## src/rtl/lab4_mcore_mem_port_arbiter_if.sv

```systemverilog
// Message types and the bundled request/response bus shared by the icache,
// dcache and memory sides of the single-core memory port arbiter.
package lab4_mcore_mem_port_arbiter_pkg;

  typedef struct packed {
    logic [2:0]   typ;
    logic [7:0]   opaque;
    logic [31:0]  addr;
    logic [3:0]   len;
    logic [127:0] data;
  } mem_req_16B_t;

  typedef struct packed {
    logic [2:0]   typ;
    logic [7:0]   opaque;
    logic [1:0]   test;
    logic [3:0]   len;
    logic [127:0] data;
  } mem_resp_16B_t;

endpackage

interface lab4_mcore_mem_port_arbiter_if;

  lab4_mcore_mem_port_arbiter_pkg::mem_req_16B_t  req0_msg;
  logic                                           req0_val;
  logic                                           req0_rdy;
  lab4_mcore_mem_port_arbiter_pkg::mem_req_16B_t  req1_msg;
  logic                                           req1_val;
  logic                                           req1_rdy;
  lab4_mcore_mem_port_arbiter_pkg::mem_resp_16B_t resp0_msg;
  logic                                           resp0_val;
  logic                                           resp0_rdy;
  lab4_mcore_mem_port_arbiter_pkg::mem_resp_16B_t resp1_msg;
  logic                                           resp1_val;
  logic                                           resp1_rdy;
  lab4_mcore_mem_port_arbiter_pkg::mem_req_16B_t  memreq_msg;
  logic                                           memreq_val;
  logic                                           memreq_rdy;
  lab4_mcore_mem_port_arbiter_pkg::mem_resp_16B_t memresp_msg;
  logic                                           memresp_val;
  logic                                           memresp_rdy;
  logic                                           arb_conflict;

  // master: the environment (caches and memory); slave: the arbiter
  modport master (
    output req0_msg, req0_val, input req0_rdy,
    output req1_msg, req1_val, input req1_rdy,
    input  resp0_msg, resp0_val, output resp0_rdy,
    input  resp1_msg, resp1_val, output resp1_rdy,
    input  memreq_msg, memreq_val, output memreq_rdy,
    output memresp_msg, memresp_val, input memresp_rdy,
    input  arb_conflict
  );

  modport slave (
    input  req0_msg, req0_val, output req0_rdy,
    input  req1_msg, req1_val, output req1_rdy,
    output resp0_msg, resp0_val, input resp0_rdy,
    output resp1_msg, resp1_val, input resp1_rdy,
    output memreq_msg, memreq_val, input memreq_rdy,
    input  memresp_msg, memresp_val, output memresp_rdy,
    output arb_conflict
  );

endinterface

```

## src/rtl/lab4_mcore_mem_port_arbiter.sv

```systemverilog
// Zero-latency round-robin arbiter sharing one 16B memory port between the
// icache and dcache refill ports; responses are steered back via an ID FIFO.
module lab4_mcore_mem_port_arbiter #(
  parameter int p_max_outstanding = 4
) (
  input  logic                        clk,
  input  logic                        reset,
  lab4_mcore_mem_port_arbiter_if.slave bus
);

  localparam int PW = (p_max_outstanding > 1) ? $clog2(p_max_outstanding) : 1;
  localparam int CW = $clog2(p_max_outstanding + 1);

  logic          prio_q, prio_d;
  logic          lock_q, lock_d;
  logic          lock_id_q, lock_id_d;
  logic [PW-1:0] head_q, head_d;
  logic [PW-1:0] tail_q, tail_d;
  logic [CW-1:0] cnt_q, cnt_d;
  logic          id_mem_q [p_max_outstanding];

  logic grant;
  logic gnt_val;
  logic fifo_full;
  logic fifo_empty;
  logic head_id;
  logic push;
  logic pop;

  function automatic logic [PW-1:0] ptr_inc(input logic [PW-1:0] ptr);
    return (ptr == PW'(p_max_outstanding - 1)) ? '0 : ptr + PW'(1);
  endfunction

  assign fifo_full  = (cnt_q == CW'(p_max_outstanding));
  assign fifo_empty = (cnt_q == '0);
  assign head_id    = id_mem_q[head_q];

  // A held grant wins over everything so the presented message stays stable.
  always_comb begin
    grant = 1'b0;
    if (lock_q)
      grant = lock_id_q;
    else if (bus.req0_val && bus.req1_val)
      grant = prio_q;
    else if (bus.req1_val)
      grant = 1'b1;
  end

  assign gnt_val = grant ? bus.req1_val : bus.req0_val;

  assign bus.memreq_msg   = grant ? bus.req1_msg : bus.req0_msg;
  assign bus.memreq_val   = ~reset & gnt_val & ~fifo_full;
  assign bus.req0_rdy     = ~reset & ~grant & bus.memreq_rdy & ~fifo_full;
  assign bus.req1_rdy     = ~reset &  grant & bus.memreq_rdy & ~fifo_full;
  assign bus.arb_conflict = ~reset & bus.req0_val & bus.req1_val & ~lock_q;

  assign bus.resp0_msg   = bus.memresp_msg;
  assign bus.resp1_msg   = bus.memresp_msg;
  assign bus.resp0_val   = ~reset & ~fifo_empty & ~head_id & bus.memresp_val;
  assign bus.resp1_val   = ~reset & ~fifo_empty &  head_id & bus.memresp_val;
  assign bus.memresp_rdy = ~reset & ~fifo_empty &
                           (head_id ? bus.resp1_rdy : bus.resp0_rdy);

  assign push = bus.memreq_val & bus.memreq_rdy;
  assign pop  = bus.memresp_val & bus.memresp_rdy;

  always_comb begin
    prio_d    = prio_q;
    lock_d    = lock_q;
    lock_id_d = lock_id_q;
    head_d    = head_q;
    tail_d    = tail_q;
    cnt_d     = cnt_q;

    if (push) begin
      prio_d = ~grant;
      lock_d = 1'b0;
      tail_d = ptr_inc(tail_q);
    end else if (bus.memreq_val) begin
      lock_d    = 1'b1;
      lock_id_d = grant;
    end

    if (pop)
      head_d = ptr_inc(head_q);

    cnt_d = cnt_q + CW'(push) - CW'(pop);
  end

  always_ff @(posedge clk) begin
    if (reset) begin
      prio_q    <= 1'b0;
      lock_q    <= 1'b0;
      lock_id_q <= 1'b0;
      head_q    <= '0;
      tail_q    <= '0;
      cnt_q     <= '0;
    end else begin
      prio_q    <= prio_d;
      lock_q    <= lock_d;
      lock_id_q <= lock_id_d;
      head_q    <= head_d;
      tail_q    <= tail_d;
      cnt_q     <= cnt_d;
    end
  end

  // ID storage holds data only; validity comes from the reset-cleared count.
  always_ff @(posedge clk) begin
    if (push)
      id_mem_q[tail_q] <= grant;
  end

endmodule

```

## src/flat_wrapper.sv

```systemverilog
// flat-port wrapper written by rule: the top's interface ports become plain ports
module lab4_mcore_mem_port_arbiter_flat 
#(
  parameter int p_max_outstanding = 4
)
  (clk, reset, bus_req0_msg, bus_req0_val, bus_req0_rdy, bus_req1_msg, bus_req1_val, bus_req1_rdy, bus_resp0_msg, bus_resp0_val, bus_resp0_rdy, bus_resp1_msg, bus_resp1_val, bus_resp1_rdy, bus_memreq_msg, bus_memreq_val, bus_memreq_rdy, bus_memresp_msg, bus_memresp_val, bus_memresp_rdy, bus_arb_conflict);
  lab4_mcore_mem_port_arbiter_if bus_i ();
  input  logic clk;
  input  logic reset;
  input wire logic [$bits(bus_i.req0_msg)-1:0] bus_req0_msg;
  input wire logic [$bits(bus_i.req0_val)-1:0] bus_req0_val;
  output wire logic [$bits(bus_i.req0_rdy)-1:0] bus_req0_rdy;
  input wire logic [$bits(bus_i.req1_msg)-1:0] bus_req1_msg;
  input wire logic [$bits(bus_i.req1_val)-1:0] bus_req1_val;
  output wire logic [$bits(bus_i.req1_rdy)-1:0] bus_req1_rdy;
  output wire logic [$bits(bus_i.resp0_msg)-1:0] bus_resp0_msg;
  output wire logic [$bits(bus_i.resp0_val)-1:0] bus_resp0_val;
  input wire logic [$bits(bus_i.resp0_rdy)-1:0] bus_resp0_rdy;
  output wire logic [$bits(bus_i.resp1_msg)-1:0] bus_resp1_msg;
  output wire logic [$bits(bus_i.resp1_val)-1:0] bus_resp1_val;
  input wire logic [$bits(bus_i.resp1_rdy)-1:0] bus_resp1_rdy;
  output wire logic [$bits(bus_i.memreq_msg)-1:0] bus_memreq_msg;
  output wire logic [$bits(bus_i.memreq_val)-1:0] bus_memreq_val;
  input wire logic [$bits(bus_i.memreq_rdy)-1:0] bus_memreq_rdy;
  input wire logic [$bits(bus_i.memresp_msg)-1:0] bus_memresp_msg;
  input wire logic [$bits(bus_i.memresp_val)-1:0] bus_memresp_val;
  output wire logic [$bits(bus_i.memresp_rdy)-1:0] bus_memresp_rdy;
  output wire logic [$bits(bus_i.arb_conflict)-1:0] bus_arb_conflict;
  assign bus_i.req0_msg = bus_req0_msg;
  assign bus_i.req0_val = bus_req0_val;
  assign bus_req0_rdy = bus_i.req0_rdy;
  assign bus_i.req1_msg = bus_req1_msg;
  assign bus_i.req1_val = bus_req1_val;
  assign bus_req1_rdy = bus_i.req1_rdy;
  assign bus_resp0_msg = bus_i.resp0_msg;
  assign bus_resp0_val = bus_i.resp0_val;
  assign bus_i.resp0_rdy = bus_resp0_rdy;
  assign bus_resp1_msg = bus_i.resp1_msg;
  assign bus_resp1_val = bus_i.resp1_val;
  assign bus_i.resp1_rdy = bus_resp1_rdy;
  assign bus_memreq_msg = bus_i.memreq_msg;
  assign bus_memreq_val = bus_i.memreq_val;
  assign bus_i.memreq_rdy = bus_memreq_rdy;
  assign bus_i.memresp_msg = bus_memresp_msg;
  assign bus_i.memresp_val = bus_memresp_val;
  assign bus_memresp_rdy = bus_i.memresp_rdy;
  assign bus_arb_conflict = bus_i.arb_conflict;
  lab4_mcore_mem_port_arbiter #(.p_max_outstanding(p_max_outstanding)) u_core (.clk(clk), .reset(reset), .bus(bus_i));
endmodule
```

## config.mk

```make
export PLATFORM = sky130hd
export DESIGN_NAME = lab4_mcore_mem_port_arbiter_flat
export DESIGN_NICKNAME = d
export VERILOG_FILES = /design/src/rtl/lab4_mcore_mem_port_arbiter_if.sv /design/src/rtl/lab4_mcore_mem_port_arbiter.sv /design/src/flat_wrapper.sv
export SDC_FILE = /design/constraint.sdc
export NUM_CORES = 1
export LEC_CHECK = 0
export CORE_AREA = 2 2 380 382
export CTS_BUF_LIST = sky130_fd_sc_hd__clkbuf_2 sky130_fd_sc_hd__clkbuf_4 sky130_fd_sc_hd__clkbuf_8
export CTS_CLUSTER_SIZE = 20
export DETAILED_ROUTE_END_ITERATION = 8
export DIE_AREA = 0 0 382 384
export PLACE_DENSITY = 0.3
export RECOVER_POWER = 100
export SLEW_MARGIN = 20
export SYNTH_ARGS = -nofsm -noshare
export SYNTH_HDL_FRONTEND = slang
export SYNTH_SLANG_ARGS = --single-unit
```

## constraint.sdc

```tcl
create_clock -name clk -period 2.64 [get_ports clk]
set_input_delay 0.396 -clock clk [delete_from_list [all_inputs] [get_ports clk]]
set_output_delay 0.396 -clock clk [all_outputs]
set_load 0.02 [all_outputs]
```

---- After elaboration in Yosys (flattened, before gate mapping) ----
Memories as Yosys holds them, arrays and structs flattened. A register that Yosys moved wholly into a read port is not among the register bits.
Cells that the tools add are included.
cells by class
  add/sub/neg operators ................... 4
  divide/modulo/power cells ............... 0
  reductions and logical operators ........ 4
  multipliers ............................. 0
  magnitude comparators ................... 0
  shift-type cells ........................ 0
  bitwise operators ....................... 26
  multiplexer cells ....................... 12
  equal/unequal tests ..................... 3
operators with widths
  operator               number
  $mux W175              1
  $and A1 B1 Y1          19
  $mux W2                4
  $mux W1                7
  $not A1 Y1             7
  $add A2 B1 Y2 const B  2
  $eq A2 B2 Y1 const B   2
  $add A3 B1 Y3          1
  $eq A3 B3 Y1 const B   1
  $logic_not A3 Y1       1
  $sub A3 B1 Y3          1
  $reduce_and A2 Y1      1
  $reduce_or A2 Y1       1
  $logic_and A1 B1 Y1    1
storage, ports and cells
  input port bits ......................... 503
  memories ................................ 1
  flip-flop bits (word level) ............. 10
  latch bits .............................. 0
  bits in read-only memories .............. 0
  RAM bits ................................ 4
memories
  name             words  width  read ports  clocked after Yosys merged registers in  wr ports  RTL line                           source
  u_core.id_mem_q  4      1      1           1                                        1         lab4_mcore_mem_port_arbiter.sv:20  logic id_mem_q [p_max_outstanding];

---- Logic depth before layout (Yosys ltp) ----
Gate-level depths: netlist of the first run.
  word-level depth ........................ 9
  gate-level depth with buffers ........... 11

---- Least setup slack after synthesis of the first run ----
No wires, ideal clock.
  path type ............................... register to register
  from .................................... reg with a tool-made name
  to ...................................... reg u_core.cnt_q[2]
  cell stages (with the launch flop) ...... 12
  data arrival time ....................... 2.371 ns
  clock period less this slack ............ 2.499 ns
  library setup time ...................... 0.128 ns
  buffers on the path ..................... 0
  required time ........................... 2.512 ns
  slack ................................... 0.141 ns
  cells stage by stage .................... dfxtp_1 -> mux4_2 -> mux2i_1 -> nor2_1 -> ha_1 -> inv_1 -> ha_1 -> inv_1 -> fa_1 -> xor2_1 -> xnor2_1 -> nor2_1
RTL lines
  what                    RTL line                            source
  end signal: assignment  lab4_mcore_mem_port_arbiter.sv:104  cnt_q <= cnt_d;
  end: declaration        lab4_mcore_mem_port_arbiter.sv:19   logic [CW-1:0] cnt_q, cnt_d;

---- Worst setup path after layout of the first run ----
  from .................................... reg u_core.lock_q
  to ...................................... out bus_memreq_msg[100]
on the way
  word-level cells in the longest chain between the ends .. 2
ends and longest elaborated chain
  what                      RTL line                            source
  start: declaration        lab4_mcore_mem_port_arbiter.sv:15   logic lock_q, lock_d;
  start signal: assignment  lab4_mcore_mem_port_arbiter.sv:100  lock_q <= lock_d;
  $mux W1                   lab4_mcore_mem_port_arbiter.sv:41   if (lock_q)
  $mux W175                 lab4_mcore_mem_port_arbiter.sv:51   assign bus.memreq_msg = grant ? bus.req1_msg : bus.req0_msg;
  end: declaration          flat_wrapper.sv:22                  output wire logic [$bits(bus_i.memreq_msg)-1:0] bus_memreq_msg;
No other way between the ends.

==> results.py, run 1 <==
metrics = {
    "global_route": {
        "antenna_found_initial": 57,
        "grt_overflow": 0,
        "grt_usage": 0.1010,
        "grt_pass1_vias": 7076,
        "grt_pass1_wl_um": 92970,
        "grt_max_degree": 42,
    },
    "power": {
        "power.leakage_nw": 4.806,
        "clkPwrFrac": 0.050,
        "p_int_mw": 1.995,
        "power_frac_comb": 0.870,
        "ir_drop_v": 0.0001678,
        "swShare": 0.4905,
        "p_sw_mw": 1.921,
        "p_per_area_nw_per_um2": 339.0,
        "seqPwrFrac": 0.080,
    },
    "timing": {
        "finalSetupTns_ns": 0,
        "max_slew.worst_pin.slew_ns": 0.5265,
        "maxSlewHeadroom": 0.6463,
        "final.period_utilization": 0.9646,
        "setup-violations-final": 0,
        "finalCriticalPeriod_ns": 2.547,
        "fin_worst_skew_ns": 0.004381,
        "rsz0062_at_grt": "false",
        "slew_violations": 0,
        "final-hold-violation-count": 0,
        "hold_ws_ns": 0.4937,
        "fin_ws_ns": 0.09339,
        "maxClockFrequency_mhz": 392.7,
    },
    "place": {
        "dp_hpwl_um": 71750,
        "io_buffers": 539,
        "placedCellCount": 3093,
        "place.gp.congestion": 0.8336,
        "pre_cts_slack_ns": -0.6275,
    },
    "yosys": {
        "ys_seq_area_frac": 0.07014,
        "yosysWarnings": 0,
        "avgSynthCellArea_um2": 5.495,
        "mappedNetlistNets": 1446,
        "ys_ff_latch": 16,
        "netlist_instances": 935,
        "synth_area_um2": 5137,
        "ys_types": 31,
    },
    "routing": {
        "met1Wirelength_um": 27630,
        "vias": 6993,
        "via_per_inst": 2.243,
        "drt_iter0_drc": 364,
        "drtPass1Iterations": 5,
        "top_layer_used": "met5",
        "ant_nets": 0,
        "drc_errors": 0,
        "wl_met3_um": 13820,
        "met2_length_um": 34570,
        "wl_per_cell_um": 25.22,
        "wirelength_um": 78640,
    },
    "clock_network": {
        "cts_hold_buffers": 0,
        "clk_latency_ns": 0.25,
        "cts_tree": "built",
        "cts_buffers": 3,
        "clock_path_buffers": 2,
        "htreeDepth": 1,
        "cts.reportedPaths.clkPinSlew_ns": 0.07,
        "numClockSinks": 16,
        "cts_root_buf": "clkbuf_8",
    },
    "worst_setup_path": {
        "critPathLaunchType": "flop",
        "end_kind": "output pin",
        "critPathArrivalTime_ns": 2.15,
        "r2r_start": "u_core.id_mem_q[3]",
        "cp_max_fo": 21,
        "r2r_end": "u_core.cnt_q[2]",
        "timing.reg2reg.setup_slack_ns": 0.13,
        "criticalPathCategory": "flop to output pin",
        "reg2regPathDepth": 11,
        "worst-endpoint-required_ns": 2.24,
    },
    "final_layout": {
        "nNetsFinal": 1720,
        "final_cells": 3118,
        "layout-drive-gt1-share": 0.1457,
        "area_delta_synth_final_pct": 124.8,
    },
    "worst_hold_path": {
        "hold_start": "u_core.prio_q",
        "hold_class": "flop to flop",
        "hold_end": "u_core.prio_q",
        "holdPathStages": 2,
    },
    "floorplanning": {
        "io-pin-count": 975,
        "start_util": 0.03598,
        "die_h_um": 384,
        "die-area_um2": 146700,
        "rows": 139,
        "die_x_um": 382,
        "core_um2": 142800,
    },
    "flow_run": {
        "drv_cap": 0,
    },
    "status": {
        "status": "completed",
    },
}
synth_stat cells:
| master | n | area share |
|---|---|---|
| nor4b_1 | 1 | 0.0017 |
| a2111o_1 | 1 | 0.0022 |
| xnor2_1 | 1 | 0.0017 |
| a311oi_1 | 1 | 0.0017 |
| inv_1 | 7 | 0.0051 |
| edfxtp_1 | 4 | 0.023 |
| clkbuf_1 | 16 | 0.012 |
| clkinv_1 | 1 | 0.00073 |
| nand2_1 | 526 | 0.38 |
| nor2_1 | 9 | 0.0066 |
| or4_1 | 2 | 0.0029 |
| buf_2 | 24 | 0.023 |
| inv_2 | 1 | 0.00073 |
| fa_1 | 1 | 0.0039 |
| nor2b_1 | 4 | 0.0049 |
| nor3b_1 | 1 | 0.0015 |
| a21oi_1 | 5 | 0.0049 |
| mux2_4 | 1 | 0.0029 |
| xor2_1 | 1 | 0.0017 |
| ha_1 | 7 | 0.017 |
| buf_4 | 290 | 0.42 |
| o21ai_0 | 4 | 0.0039 |
| or3_1 | 1 | 0.0012 |
| nor3_1 | 3 | 0.0029 |
| or3b_1 | 1 | 0.0017 |
| dfxtp_1 | 12 | 0.047 |
| and3_1 | 4 | 0.0049 |
| mux2i_1 | 2 | 0.0039 |
| nand3_1 | 2 | 0.0019 |
| o31a_1 | 1 | 0.0017 |
| mux4_2 | 1 | 0.0044 |
critical path, stage by stage (launching register included):
cell and delay (ns):
dfxtp_1 0.36, o31a_4 0.46, buf_12 0.18, buf_12 0.13, bufbuf_16 0.29, buf_4 0.15
nand2_1 0.06, nand2_1 0.09, buf_12 0.15
metrics by stage:
step	area, µm²	total power, mW	util
after detailed placement	11390	3.807	0.07976
final	11550	3.916	0.08090
after CTS	11510	4.007	0.08060
after global placement	11390	3.829	0.07976
after floorplan	5137	2.165	-
after global routing	11540	4.191	0.08079
how the worst max path moves through the flow:
stage	endpoint	slack, ns	start
after floorplan	u_core.cnt_q[2]	0.14	flop
after global placement	bus_memreq_msg[44]	-0.65	bus_req0_val
after detailed placement	bus_memreq_msg[105]	-0.63	bus_req0_val
after CTS	bus_memreq_msg[100]	0.002	bus_req0_val
after global routing	u_core.cnt_q[2]	0.004	u_core.id_mem_q[3]
final	bus_memreq_msg[100]	0.09	u_core.lock_q
layer usage:
| metal | GRT usage | vias up |
|---|---|---|
| met3 | 0.07874 | 122 |
| met2 | 0.1618 | 833 |
| li1 | - | 3083 |
| met1 | 0.1030 | 2941 |
| met4 | 0.01830 | 14 |
| met5 | 0.01852 | - |
layout make-up:
type | instances | area, µm²
multi-input cells | 580 | 2421
diodes | 7 | 17.52
well taps | 1903 | 2381
clock buffers | 3 | 41.29
inverters | 9 | 50.05
repair inverters | 1 | 11.26
fillers | 16836 | 131200
flip-flops and latches | 16 | 360.3
clock inverters | 1 | 3.754
repair buffers | 598 | 6265
cells in the final DEF (no fill, tap or decap), types with 8 or more instances in the layout:
cell type / count
dfxtp_1: 12
nand2_1: 519
buf_12: 55
buf_2: 16
clkdlybuf4s15_1: 8
nor2_1: 8
clkdlybuf4s50_1: 356
dlygate4sd2_1: 73
buf_4: 70
power by group through the flow:
stage	sequential [mW]	combinational (mW)	clock (mW)
after floorplan	0.310	1.86	0
after global placement	0.319	3.51	0
after detailed placement	0.318	3.49	0
after CTS	0.313	3.49	0.201
after global routing	0.319	3.66	0.212
final	0.313	3.41	0.198
logic make-up (layout without fill, tap and decap cells):
family	after synthesis	in the layout	synth area share
AOI/OAI and AO/OA	12	12	0.01437
DFF	16	16	0.07014
other	0	7	0
muxes	4	4	0.01120
buffers and inverters	339	612	0.4654
adders and majority gates	8	8	0.02094
xor gates and xnor gates	2	2	0.003410
and+or+nand+nor	554	554	0.4145
repair_timing:
| item | in CTS | in global routing |
|---|---|---|
| pin swaps | 2 | 4 |
| gates cloned | 3 | 0 |
| endpoints found under the setup margin | 178 | 9 |
| resized for setup | 188 | 8 |
| buffers inserted | 10 | 2 |
(Power assumes the default switching activity.)
==> run 2, diff against run 1 <==
- CAP_MARGIN: unset -> 40
==> results of run 2 <==
Same layout as run 1: the final DEF is identical, and so are final timing and power.
